===== config.mk =====
export PLATFORM = sky130hd
export DESIGN_NAME = sequenciador_rega
export DESIGN_NICKNAME = d
export VERILOG_FILES = /design/src/rtl/sequenciador_rega.sv
export SDC_FILE = /design/constraint.sdc
export NUM_CORES = 1
export LEC_CHECK = 0
export ABC_AREA = 1
export CAP_MARGIN = 20
export CORE_ASPECT_RATIO = 2
export CORE_MARGIN = 8
export CORE_UTILIZATION = 45
export CTS_CLUSTER_SIZE = 8
export DETAILED_ROUTE_END_ITERATION = 6
export HOLD_SLACK_MARGIN = 0.1
export PLACE_DENSITY = 0.63
export REMOVE_ABC_BUFFERS = 1
export SYNTH_ARGS = -nofsm -noshare
export SYNTH_HDL_FRONTEND = slang
export SYNTH_SLANG_ARGS = --single-unit

===== constraint.sdc =====
create_clock -name clock -period 3.8 [get_ports clock]
set_input_delay 0.57 -clock clock [delete_from_list [all_inputs] [get_ports clock]]
set_output_delay 0.57 -clock clock [all_outputs]
set_load 0.03 [all_outputs]

===== src/rtl/sequenciador_rega.sv =====
// Irrigation sequencer: sprinkler/drip runs with pause, level-fault handling and tank fill control.
// Optional fill timeout alarm enabled by defining ENCHIMENTO_TIMEOUT_EN.
`timescale 1ns/1ps
module sequenciador_rega #(
    parameter int unsigned DIV_TICK = 50000000,
    parameter int unsigned T_ASP    = 30,
    parameter int unsigned T_GOT    = 60,
    parameter int unsigned T_PAUSA  = 10,
    parameter int unsigned T_ENCH   = 120
) (
    input  logic       clock,
    input  logic       reset,
    input  logic       liga,
    input  logic       H,
    input  logic       M,
    input  logic       L,
    input  logic       Us,
    input  logic       Ua,
    input  logic       T,
    output logic       Bs,
    output logic       Vs,
    output logic       Ve,
    output logic       Al,
    output logic [2:0] estado,
    output logic       ciclo_fim
);

    localparam int unsigned PW    = (DIV_TICK > 1) ? $clog2(DIV_TICK) : 1;
    localparam int unsigned T_M1  = (T_ASP > T_GOT) ? T_ASP : T_GOT;
    localparam int unsigned T_MAX = (T_M1 > T_PAUSA) ? T_M1 : T_PAUSA;
    localparam int unsigned TW    = $clog2(T_MAX + 1);

    typedef enum logic [2:0] {
        OCIOSO      = 3'd0,
        ASPERSAO    = 3'd1,
        GOTEJAMENTO = 3'd2,
        PAUSA       = 3'd3,
        FALHA       = 3'd4
    } estado_t;

    estado_t         state_q, state_d;
    logic [PW-1:0]   presc_q;
    logic [TW-1:0]   run_q, run_d;
    logic            ok_q, ok_d;
    logic            fim_d, fim_q;
    logic            bs_q, vs_q, ve_q, ve_d, al_q, al_d;
    logic            tick_c, erro_c, drip_c, valid_c;

`ifdef ENCHIMENTO_TIMEOUT_EN
    localparam int unsigned FW = $clog2(T_ENCH + 1);
    logic [FW-1:0]   fill_q, fill_d;
    logic            flag_q, flag_d;
`endif

    assign tick_c  = (presc_q == PW'(DIV_TICK - 1));
    assign erro_c  = (H & ~M) | (M & ~L);
    assign drip_c  = T | ~Ua;
    assign valid_c = (state_q <= FALHA);

    assign Bs        = bs_q;
    assign Vs        = vs_q;
    assign Ve        = ve_q;
    assign Al        = al_q;
    assign ciclo_fim = fim_q;
    assign estado    = state_q;

    // Next state, run/pause timer and fault-clear qualifier
    always_comb begin
        state_d = state_q;
        run_d   = run_q;
        ok_d    = ok_q;
        fim_d   = 1'b0;
        case (state_q)
            OCIOSO: begin
                run_d = '0;
                if (liga & Us & ~drip_c & M) begin
                    state_d = ASPERSAO;
                end else if (liga & Us & drip_c & L) begin
                    state_d = GOTEJAMENTO;
                end
            end
            ASPERSAO: begin
                if (~liga | ~M) begin
                    state_d = PAUSA;
                    run_d   = '0;
                end else if (tick_c) begin
                    if (run_q == TW'(T_ASP - 1)) begin
                        state_d = PAUSA;
                        run_d   = '0;
                        fim_d   = 1'b1;
                    end else begin
                        run_d = run_q + TW'(1);
                    end
                end
            end
            GOTEJAMENTO: begin
                if (~liga | ~L) begin
                    state_d = PAUSA;
                    run_d   = '0;
                end else if (tick_c) begin
                    if (run_q == TW'(T_GOT - 1)) begin
                        state_d = PAUSA;
                        run_d   = '0;
                        fim_d   = 1'b1;
                    end else begin
                        run_d = run_q + TW'(1);
                    end
                end
            end
            PAUSA: begin
                if (tick_c) begin
                    if (run_q == TW'(T_PAUSA - 1)) begin
                        state_d = OCIOSO;
                        run_d   = '0;
                    end else begin
                        run_d = run_q + TW'(1);
                    end
                end
            end
            FALHA: begin
                if (ok_q) begin
                    state_d = PAUSA;
                    run_d   = '0;
                    ok_d    = 1'b0;
                end else begin
                    ok_d = 1'b1;
                end
            end
            default: begin
                state_d = OCIOSO;
                run_d   = '0;
                ok_d    = 1'b0;
            end
        endcase
        // Level fault wins over every other condition
        if (erro_c && valid_c) begin
            state_d = FALHA;
            fim_d   = 1'b0;
            ok_d    = 1'b0;
        end
    end

    // Inlet valve hysteresis, optional fill timeout and alarm
    always_comb begin
        ve_d = ve_q;
        if (erro_c | H) begin
            ve_d = 1'b0;
        end else if (~M) begin
            ve_d = 1'b1;
        end
        al_d = (state_d == FALHA) | ~L;
`ifdef ENCHIMENTO_TIMEOUT_EN
        fill_d = fill_q;
        flag_d = flag_q;
        if (~ve_q) begin
            fill_d = '0;
        end else if (tick_c) begin
            if (fill_q == FW'(T_ENCH - 1)) begin
                flag_d = 1'b1;
                fill_d = '0;
            end else begin
                fill_d = fill_q + FW'(1);
            end
        end
        if (flag_d) begin
            ve_d = 1'b0;
        end
        al_d = al_d | flag_d;
`endif
        if (state_d == FALHA) begin
            ve_d = 1'b0;
        end
    end

    always_ff @(posedge clock or posedge reset) begin
        if (reset) begin
            state_q <= OCIOSO;
            presc_q <= '0;
            run_q   <= '0;
            ok_q    <= 1'b0;
            fim_q   <= 1'b0;
            bs_q    <= 1'b0;
            vs_q    <= 1'b0;
            ve_q    <= 1'b0;
            al_q    <= 1'b0;
`ifdef ENCHIMENTO_TIMEOUT_EN
            fill_q  <= '0;
            flag_q  <= 1'b0;
`endif
        end else begin
            presc_q <= tick_c ? '0 : presc_q + PW'(1);
            state_q <= state_d;
            run_q   <= run_d;
            ok_q    <= ok_d;
            fim_q   <= fim_d;
            bs_q    <= (state_d == ASPERSAO);
            vs_q    <= (state_d == GOTEJAMENTO);
            ve_q    <= ve_d;
            al_q    <= al_d;
`ifdef ENCHIMENTO_TIMEOUT_EN
            fill_q  <= fill_d;
            flag_q  <= flag_d;
`endif
        end
    end

endmodule


==> summary.md <==
| Metric | Value |
|---|---|
| Fin Setup TNS | 0 ns |
| Worst-path maximum fanout | 5 |
| Maximum vdd ir drop | 0.617 mV |
| Drc violations | 0 |
| Initial Util | 46.4% |
| Worst-Skew Late Latency | 0.29 ns |
| CTS resizes | 0 |
| #FFs+latches synth | 41 |
| Reg-to-Reg End | presc_q[19]$_DFF_PP0_ |
| Routed Antenna Nets | 0 |
| PortBufs | 16 |
| CTS root buf | clkbuf_16 |
| Worst Path Buf+Inv | 1 |
| Fill cells | 576 |
| Pwr Density | 441 mW/mm2 |
| Ports | 17 |
| Nets | 390 |
| Vias/cell | 5.40 |
| Leakage | 1.44 nW |
| Origin of the worst setup path | estado[0]$_DFF_PP0_ |
| Syn Inst Count | 357 |
| Worst Hold Class | flop to flop |
| Cells after DPL | 432 |
| Register area | 0.00103 mm2 |
| Hold Fails Final Rpt | 0 |
| Crit share post-route | 53.9% |
| Ys async rst share | 100% |
| CTS tree | yes |
| EDFF count, synth | 0 |
| Number of global-route vias before repair | 2387 |
| R2R depth | 6 |
| Htree depth | 2 |
| Worst endpoint required time | 3.23 ns |
| Share of post-route cells with drive strength above 1 | 13.7% |
| Total Wirelength | 6970 um |
| Post-CTS setup buffer count | 0 |
| F_max | 0.488 GHz |
| Data arrival, critical path | 1.48 ns |
| Status | finished, final reports clean |
| CTS Buf Count | 5 |
| GRT Residual Overflow | 0 |
| Synth warn | 0 |
| Levels on crit path | 1 |
| Core area | 0.00566 mm2 |
| Placement Cell Area | 0.00285 mm2 |
| Critical-path top delay cell | clkdlybuf4s50_1 |
| Router iterations before antenna repair | 4 |
| GP Congestion | 1.00 |
| DR vias | 2376 |
| R2r startpoint | presc_q[0]$_DFF_PP0_ |
| CP Capture Point | estado[0] |
| Rows | 39 |
| Power after layout | 1.33 mW |
| Power Internal | 0.895 mW |
| Clock skew | 0.00563 ns |
| Combinational Power Share | 25.7% |
| Overall routing resource usage | 17.1% |
| Multi-input logic area | 0.00135 mm2 |
| Largest net degree at the start of global routing | 42 |
| R2r setup slk | 1.89 ns |
| Clk pin slew, worst setup/hold paths | 0.06 ns |
| Cell class contributing the biggest share of worst-path delay | buffers and inverters |
| Min Tclk post-route | 2.05 ns |
| Initial DRC count | 96 |
| Diode count | 0 |
| Longest Clk Path Bufs | 2 |
| Post-Layout Cell Count | 440 |
| Crit start category | flop |
| Net switching power | 0.438 mW |
| RSZ-0062 raised after global routing | false |
| First-pass GRT wire length | 11500 um |
| Max Transition Viols Final | 0 |
| CTS Sinks | 41 |
| Initial antenna violation count | 0 |
| Avg Cell Area, Syn | 7.35 um2 |
| Clock share of power | 37.2% |
| DP HPWL | 5590 um |
| Mapped Area | 0.00263 mm2 |
| Routed length per instance | 15.8 um |
| Sequential share of power | 37.1% |
| Ys flop type | dfrtp_1 |
| Worst-path cell chain | clkdlybuf4s50_1 |
| Setup crit end kind | primary output |
| Die W | 70.0 um |
| Hold Buf Count CTS | 0 |
| Area Growth Syn to Fin | 15.2% |
| CP Class | flop to primary output |
| Largest stage delay on the critical path | 0.72 ns |
| Full die area | 0.00868 mm2 |
| Max_slew headroom | 64.2% |
| Worst-Margin Slew | 0.538 ns |
| Max-capacitance violation count | 0 |
| Finished Cell Area | 0.00302 mm2 |
| Sw frac | 32.9% |
| Final setup vio count | 0 |
| Die H | 124 um |
| Yosys cell types | 36 |
| Seq/Total Area, Yosys | 39.1% |
## through the flow
stage | worst slack, ns | hold slack, ns | util (%)
floorplan | 2.27 | 0.452 | -
global placement | 1.73 | 0.481 | 50.4
detailed placement | 1.71 | 0.491 | 50.4
CTS | 1.74 | 0.500 | 53.4
global route | 1.70 | 0.521 | 53.4
finish | 1.75 | 0.498 | 53.4
## kinds of logic after synthesis
logic type,Yosys count,synth area share [%]
flip-flops,41,39.1
adder cells (fa/ha/maj),3,1.43
AO/OA/AOI/OAI,26,6.01
XOR/XNOR,16,5.34
buffers and inverters,64,9.44
AND/OR/NAND/NOR,207,38.7
## flip-flops by register name (all words and copies together) (netlist names)
signal / flops
presc_q: 26
Vs: 1
Ve: 1
Al: 1
Bs: 1
run_q: 6
ok_q: 1
estado: 3
ciclo_fim: 1
## synthesized netlist by cell type, drive strengths merged, types with 2 or more instances
cell type  instances  area, um2
nor2              63        292
xor2              14        123
o21ai             12       63.8
ha                 3       37.5
nand2             82        340
nand3             23        138
inv               60        225
nor3              14       85.1
buf                3       17.5
a21oi              7       35.0
nand3b             3       22.5
nand4             16        100
dfrtp             41       1030
nor4               4       25.0
xnor2              2       17.5
## cell type report
type                            instances  area share [%]
Timing Repair Buffer                   17            5.55
Clock buffer                            5            4.14
Multi-Input combinational cell        252            44.7
Sequential cell                        41            33.9
Inverter                               61            7.62
Tap cell                               61            2.52
Clock inverter                          3            1.53
## worst min path at each step
stage	start	to	slack, ns	depth (start not counted)
after floorplan	presc_q[0]$_DFF_PP0_	presc_q[0]$_DFF_PP0_	0.45	1
after global placement	presc_q[0]$_DFF_PP0_	presc_q[0]$_DFF_PP0_	0.48	1
after detailed placement	presc_q[0]$_DFF_PP0_	presc_q[0]$_DFF_PP0_	0.49	1
after CTS	presc_q[0]$_DFF_PP0_	presc_q[0]$_DFF_PP0_	0.50	1
after global routing	presc_q[0]$_DFF_PP0_	presc_q[0]$_DFF_PP0_	0.52	1
final	presc_q[0]$_DFF_PP0_	presc_q[0]$_DFF_PP0_	0.50	1
## cells in the final DEF, fill, tap and decap left out, drive strengths merged, types with 2 or more instances in the layout
| cell type | instances |
|---|---|
| a21oi | 7 |
| clkbuf | 5 |
| clkdlybuf4s50 | 16 |
| clkinv | 3 |
| dfrtp | 41 |
| ha | 3 |
| inv | 59 |
| nand2 | 82 |
| nand3 | 23 |
| nand3b | 3 |
| nand4 | 16 |
| nor2 | 63 |
| nor3 | 14 |
| nor4 | 4 |
| o21ai | 12 |
| xnor2 | 2 |
| xor2 | 14 |
## per-layer routing
layer  wire length (um)  GRT usage (%)  up-vias
li1                   -              -     1181
met4                375           11.4        0
met1               2330           14.6     1133
met3                124           2.95       24
met2               4150           34.5       38
met5                  0              0        -
## power groups by stage
stage | registers [mW] | clock network, mW | logic, mW
2_1_floorplan | 0.544 | 0 | 0.197
3_3_place_gp | 0.502 | 0 | 0.345
3_5_place_dp | 0.502 | 0 | 0.349
4_1_cts | 0.495 | 0.506 | 0.350
5_1_grt | 0.497 | 0.521 | 0.384
6_report | 0.494 | 0.495 | 0.343
Power figures use the tool's default switching activity.
